File: src/rtl/sequence_generator.sv
// sequence_generator: serialises a captured bit pattern MSB-first, repeated
// back-to-back a programmable number of times.
//
// Ports:
//   clk      - single clock, all state changes on the rising edge
//   reset    - synchronous, active-high reset
//   start    - transfer request, honoured only while idle
//   abort    - terminates an active transfer without a done pulse
//   pattern  - bit pattern; bits [len-1:0] are sent
//   len      - pattern length in bits, legal range 1..PAT_W
//   reps     - repetition count, 0 behaves as 1
//   x        - registered serial data bit
//   x_valid  - registered, high while x carries a pattern bit
//   busy     - registered, high while a transfer is in progress
//   done     - registered one-cycle pulse on normal completion
module sequence_generator #(
    parameter int unsigned PAT_W = 16,
    parameter int unsigned REP_W = 4
) (
    input  logic                   clk,
    input  logic                   reset,
    input  logic                   start,
    input  logic                   abort,
    input  logic [PAT_W-1:0]       pattern,
    input  logic [$clog2(PAT_W):0] len,
    input  logic [REP_W-1:0]       reps,
    output logic                   x,
    output logic                   x_valid,
    output logic                   busy,
    output logic                   done
);

    localparam int unsigned LEN_W = $clog2(PAT_W) + 1;

    typedef enum logic [0:0] {
        StIdle,
        StSend
    } state_e;

    state_e             state_q, state_d;
    logic [PAT_W-1:0]   pat_q, pat_d;
    logic [LEN_W-1:0]   len_q, len_d;
    // Index of the bit currently on x
    logic [LEN_W-1:0]   idx_q, idx_d;
    // Repetitions remaining, including the one in flight; never wraps
    logic [REP_W-1:0]   rep_q, rep_d;
    logic               x_q, x_d;
    logic               x_valid_q, x_valid_d;
    logic               busy_q, busy_d;
    logic               done_q, done_d;

    logic               len_ok;
    logic [PAT_W-1:0]   start_shift;
    logic [PAT_W-1:0]   next_shift;
    logic [PAT_W-1:0]   reload_shift;

    assign len_ok = (len != '0) && (len <= LEN_W'(PAT_W));

    // Variable bit selects done as shifts so any PAT_W works without index-width issues
    assign start_shift  = pattern >> (len - LEN_W'(1));
    assign next_shift   = pat_q >> (idx_q - LEN_W'(1));
    assign reload_shift = pat_q >> (len_q - LEN_W'(1));

    always_comb begin
        state_d   = state_q;
        pat_d     = pat_q;
        len_d     = len_q;
        idx_d     = idx_q;
        rep_d     = rep_q;
        x_d       = x_q;
        x_valid_d = x_valid_q;
        busy_d    = busy_q;
        done_d    = 1'b0;

        unique case (state_q)
            StIdle: begin
                x_d       = 1'b0;
                x_valid_d = 1'b0;
                busy_d    = 1'b0;
                // abort in idle suppresses a simultaneous start
                if (start && !abort && len_ok) begin
                    pat_d     = pattern;
                    len_d     = len;
                    idx_d     = len - LEN_W'(1);
                    rep_d     = (reps == '0) ? REP_W'(1) : reps;
                    x_d       = start_shift[0];
                    x_valid_d = 1'b1;
                    busy_d    = 1'b1;
                    state_d   = StSend;
                end
            end
            StSend: begin
                if (abort) begin
                    state_d   = StIdle;
                    x_d       = 1'b0;
                    x_valid_d = 1'b0;
                    busy_d    = 1'b0;
                end else if (idx_q != '0) begin
                    idx_d = idx_q - LEN_W'(1);
                    x_d   = next_shift[0];
                end else if (rep_q > REP_W'(1)) begin
                    // wrap straight back to the MSB, no gap cycle
                    rep_d = rep_q - REP_W'(1);
                    idx_d = len_q - LEN_W'(1);
                    x_d   = reload_shift[0];
                end else begin
                    state_d   = StIdle;
                    x_d       = 1'b0;
                    x_valid_d = 1'b0;
                    busy_d    = 1'b0;
                    done_d    = 1'b1;
                end
            end
            default: begin
                state_d   = StIdle;
                x_d       = 1'b0;
                x_valid_d = 1'b0;
                busy_d    = 1'b0;
            end
        endcase
    end

    always_ff @(posedge clk) begin
        if (reset) begin
            state_q   <= StIdle;
            pat_q     <= '0;
            len_q     <= '0;
            idx_q     <= '0;
            rep_q     <= '0;
            x_q       <= 1'b0;
            x_valid_q <= 1'b0;
            busy_q    <= 1'b0;
            done_q    <= 1'b0;
        end else begin
            state_q   <= state_d;
            pat_q     <= pat_d;
            len_q     <= len_d;
            idx_q     <= idx_d;
            rep_q     <= rep_d;
            x_q       <= x_d;
            x_valid_q <= x_valid_d;
            busy_q    <= busy_d;
            done_q    <= done_d;
        end
    end

    assign x       = x_q;
    assign x_valid = x_valid_q;
    assign busy    = busy_q;
    assign done    = done_q;

endmodule

File: config.mk
export PLATFORM = sky130hd
export DESIGN_NAME = sequence_generator
export DESIGN_NICKNAME = d
export VERILOG_FILES = /design/src/rtl/sequence_generator.sv
export SDC_FILE = /design/constraint.sdc
export NUM_CORES = 1
export LEC_CHECK = 0
export ABC_CLOCK_PERIOD_IN_PS = 2500
export CAP_MARGIN = 25
export CORE_ASPECT_RATIO = 1.1
export CORE_MARGIN = 3
export CORE_UTILIZATION = 40
export CTS_BUF_LIST = sky130_fd_sc_hd__clkbuf_8
export CTS_CLUSTER_SIZE = 16
export DETAILED_ROUTE_END_ITERATION = 10
export PLACE_DENSITY = 0.72
export SLEW_MARGIN = 40
export SYNTH_ARGS = -nofsm -noshare
export SYNTH_HDL_FRONTEND = slang
export SYNTH_SLANG_ARGS = --single-unit
File: constraint.sdc
create_clock -name clk -period 2.5 [get_ports clk]
set_input_delay 0.25 -clock clk [delete_from_list [all_inputs] [get_ports clk]]
set_output_delay 0.25 -clock clk [all_outputs]
set_load 0.02 [all_outputs]
==> parameters.txt <==
Parameter                              Value

Worst setup path
  Worst reg-to-reg path cell count ... 7
  RR Startpoint ... idx_q[0]$_SDFFE_PP0P_
  Biggest fanout along the worst timing path ... 9
  Worst setup path category ... register to register
  Critical Path AT ... 2490 ps
  Slowest cell delay on critical path ... 480 ps
  Data required time of the critical path ... between 2000 and 3000 ps
  Worst setup path startpoint ... idx_q[0]$_SDFFE_PP0P_
  Cell-by-cell listing of the critical path ... inv_1, ha_1, or4b_1, o41a_1, a21oi_4, a311oi_1, a211oi_1
  Category of the worst setup path launch point ... register
  R2R Path End ... idx_q[0]$_SDFFE_PP0P_
  Flop-to-flop setup slack ... 210 ps
  Critical-path top delay cell ... or4b_1
  Critical Path Sink Type ... register

Place
  Half-perimeter wire length after placement ... 3888 um
  Quantity of I/O buffers inserted on ports ... 32
  Pre-CTS setup slack ... 228.6 ps
  Placed Area ... 2456 sq um
  Placer Congestion ... 0.8693

Clocking
  Root buffer cell ... clkbuf_8
  TritonCTS clock tree ... yes
  Number of clock buffers inserted by TritonCTS ... 5
  Deepest level of the CTS H-tree ... 2
  Sink count of the clock tree ... 34
  Maximum buffer depth of the clock tree ... 2
  Hold bufs inserted after CTS ... 0
  Clk pin slew, worst setup/hold paths ... 60 ps
  Clock latency of the later-clocked register in the worst-skew pair ... 280 ps
  Post-cts sizing count ... 0
  Buffers inserted by post-CTS timing repair ... 0

GRT
  Maximum number of pins on one net before global-route repair ... 22
  Number of antenna violations at the first check in global routing ... 0
  Overall routing resource usage ... between 15 and 20%
  Congestion Overflow GR ... 0
  Wire length of the first global-routing pass ... 8597 um
  Vias in the first global route ... 1862

Layout
  Fillers ... 470
  Share of post-route cells with drive strength above 1 ... 12.04%
  Final nets ... 310
  Relative area change from synthesis to final layout ... 24.78%
  Design area ... approximately 2500 sq um
  N_diodes ... 0

Min path
  Launch instance of the worst min-delay path ... pat_q[11]$_SDFFE_PP0P_
  Endpoint of the worst hold path ... pat_q[11]$_SDFFE_PP0P_
  Type of the tightest min-delay check ... register to register
  Hold Path Stages ... 2

Timing
  Worst hold slack ... between 400 and 500 ps
  Setup TNS ... 0 ps
  Setup repair after global routing missed its margin ... false
  Rel. slew slack ... 62.03%
  Max-slew violation total from the final report ... 0
  Share of the clock period used by the worst path after layout ... 91.76%
  Final Hold Viols ... 0
  Worst Max-Slew Pin Slew ... ~570 ps
  Total of endpoints with negative setup slack in the final report ... 0
  Clock skew after layout ... between 3 and 4 ps
  Max Freq ... roughly 440 MHz
  Setup slack after layout ... about 210 ps
  Final critical path time including I/O delays and setup ... between 2000 and 2500 ps

Floorplan
  Placement row count ... 26
  Floorplan core area ... 4782 sq um
  Number of top-level pins ... 33
  Horizontal die dimension ... 74 um
  Die Y-Extent ... approximately 81 um
  Die outline area ... 5979 sq um
  Starting density of the core ... between 40% and 50%

Detailed routing
  Final ANT Viol Nets ... 0
  Total detailed-routing wirelength ... 4974 um
  Remaining routing DRC violations ... 0
  Detailed-routing iteration count for the pre-antenna-repair pass ... 4
  Detailed Route Iter0 Violations ... 115
  Post-detailed-route via-to-cell ratio ... 5.630
  Total via count after detailed routing ... roughly 1900
  Detail-routed net length per standard cell ... roughly 15 um

Pwr
  Sum of internal, switching and leakage power ... 1293 uW
  Total leakage power ... slightly above 0.0009 uW
  Power Dens Cells ... 509.2 nW/um^2
  Max VDD drop ... 0.0002807 V

Synthesis
  Number of flops mapped to enable cells by yosys ... 0
  Netlist Area Pre-Place ... 2034 sq um
  Post-Syn Area per Cell ... 8.548 sq um
  Net Count, Synth ... 273
  Ys Warns ... 0
  Number of different library cells in the post-synthesis netlist ... 39
  Number of cells produced by synthesis ... 238
  Post-synthesis async set-or-reset flop share ... 0%
  Share of synthesized area occupied by flip-flops and latches ... 33.46%
  Number of flip-flops and latches in the synthesized netlist ... 34
  Prevailing post-synth register cell ... dfxtp_1

Run status
  Result of the run ... complete, no violations

Run
  Reported max-cap violation count ... 0
## worst max path at each step
stage,to,slack [ps],cells past startpoint
floorplan,len_q[0]$_SDFFE_PP0P_,190,10
global placement,rep_q[1]$_SDFFE_PP0P_,240,8
detailed placement,idx_q[0]$_SDFFE_PP0P_,230,7
CTS,idx_q[0]$_SDFFE_PP0P_,210,7
global route,idx_q[0]$_SDFFE_PP0P_,50,7
finish,idx_q[0]$_SDFFE_PP0P_,210,7
## critical path: cells and delay by family (launching register included)
| kind | cells | cell delay, ps |
|---|---|---|
| AO/OA/AOI/OAI | 4 | 1000 |
| adder cells (fa/ha/maj) | 1 | 220 |
| buffers and inverters | 1 | 120 |
| flip-flops | 1 | 390 |
| AND/OR/NAND/NOR | 1 | 480 |
## cell usage after synthesis, types with 2 or more instances
cell type / count / area share, %
inv_1: 10 / 1.8
nor2_1: 11 / 2.0
ha_1: 6 / 3.7
a21oi_1: 27 / 6.6
nor3_1: 9 / 2.2
nor3b_1: 4 / 1.5
nand2_1: 57 / 11
dfxtp_1: 34 / 33
buf_2: 2 / 0.49
nor2b_1: 3 / 0.92
and2_1: 2 / 0.61
nand4_1: 2 / 0.61
mux2i_1: 8 / 3.9
xor2_1: 4 / 1.7
xnor2_1: 5 / 2.2
o21ai_1: 4 / 0.98
a311oi_1: 3 / 1.3
mux4_2: 12 / 13
clkbuf_1: 11 / 2.0
a211oi_1: 4 / 1.5
o21ai_0: 2 / 0.49
## cell type report
type                       count  area, sq um  share of cell area [%]
multi-input combinational    180         1257                   49.53
inverter                      10        37.54                   1.479
sequential                    34        680.7                   26.81
timing repair buffer          44        410.4                   16.17
tap                           56        70.07                   2.760
clock buffer                   6        82.58                   3.253
## metal layers
| layer | wire [um] | track usage (%) | up-vias |
|---|---|---|---|
| met1 | 2094 | 22.36 | 878 |
| li1 | - | - | 917 |
| met2 | 2508 | 32.00 | 53 |
| met4 | 97 | 6.341 | 0 |
| met5 | 0 | 0 | - |
| met3 | 273 | 3.713 | 10 |
## stage by stage
stage                     instances  utilization [%]
after floorplan                 238                -
after global placement          324            51.36
final                           330            53.09
after global routing            330            53.09
after CTS                       330            53.09
after detailed placement        324            51.36
## placed cells by master (no fill, tap or decap), drive strengths merged, types with 2 or more instances in the layout
master / netlist / layout
a211oi: 4 / 4
a21oi: 28 / 28
a311oi: 3 / 3
and2: 2 / 2
buf: 3 / 12
clkbuf: 11 / 6
clkdlybuf4s50: 0 / 32
dfxtp: 34 / 34
ha: 6 / 6
inv: 10 / 10
mux2i: 8 / 8
mux4: 12 / 12
nand2: 57 / 57
nand4: 2 / 2
nor2: 11 / 11
nor2b: 3 / 3
nor3: 9 / 9
nor3b: 4 / 4
o21ai: 6 / 6
xnor2: 5 / 5
xor2: 4 / 4
## power breakdown
part | switching [uW] | total [uW] | internal [uW]
registers | 22.8 | 587 | 564
clock network | 182 | 394 | 212
logic | 152 | 312 | 160
## registers in the layout, indices dropped and copies added (netlist names)
| name | count |
|---|---|
| idx_q | 5 |
| busy | 1 |
| done | 1 |
| pat_q | 16 |
| rep_q | 4 |
| len_q | 5 |
| state_q | 1 |
| x | 1 |
## logic make-up after synthesis
| logic type | after synthesis | synth area share (%) |
|---|---|---|
| xor gates and xnor gates | 9 | 3.874 |
| DFF | 34 | 33.46 |
| muxes | 21 | 17.77 |
| adders and majority gates | 6 | 3.690 |
| AOI/OAI and AO/OA | 50 | 15.56 |
| and+or+nand+nor | 94 | 20.91 |
| buffers and inverters | 24 | 4.736 |
(Power assumes the default switching activity.)
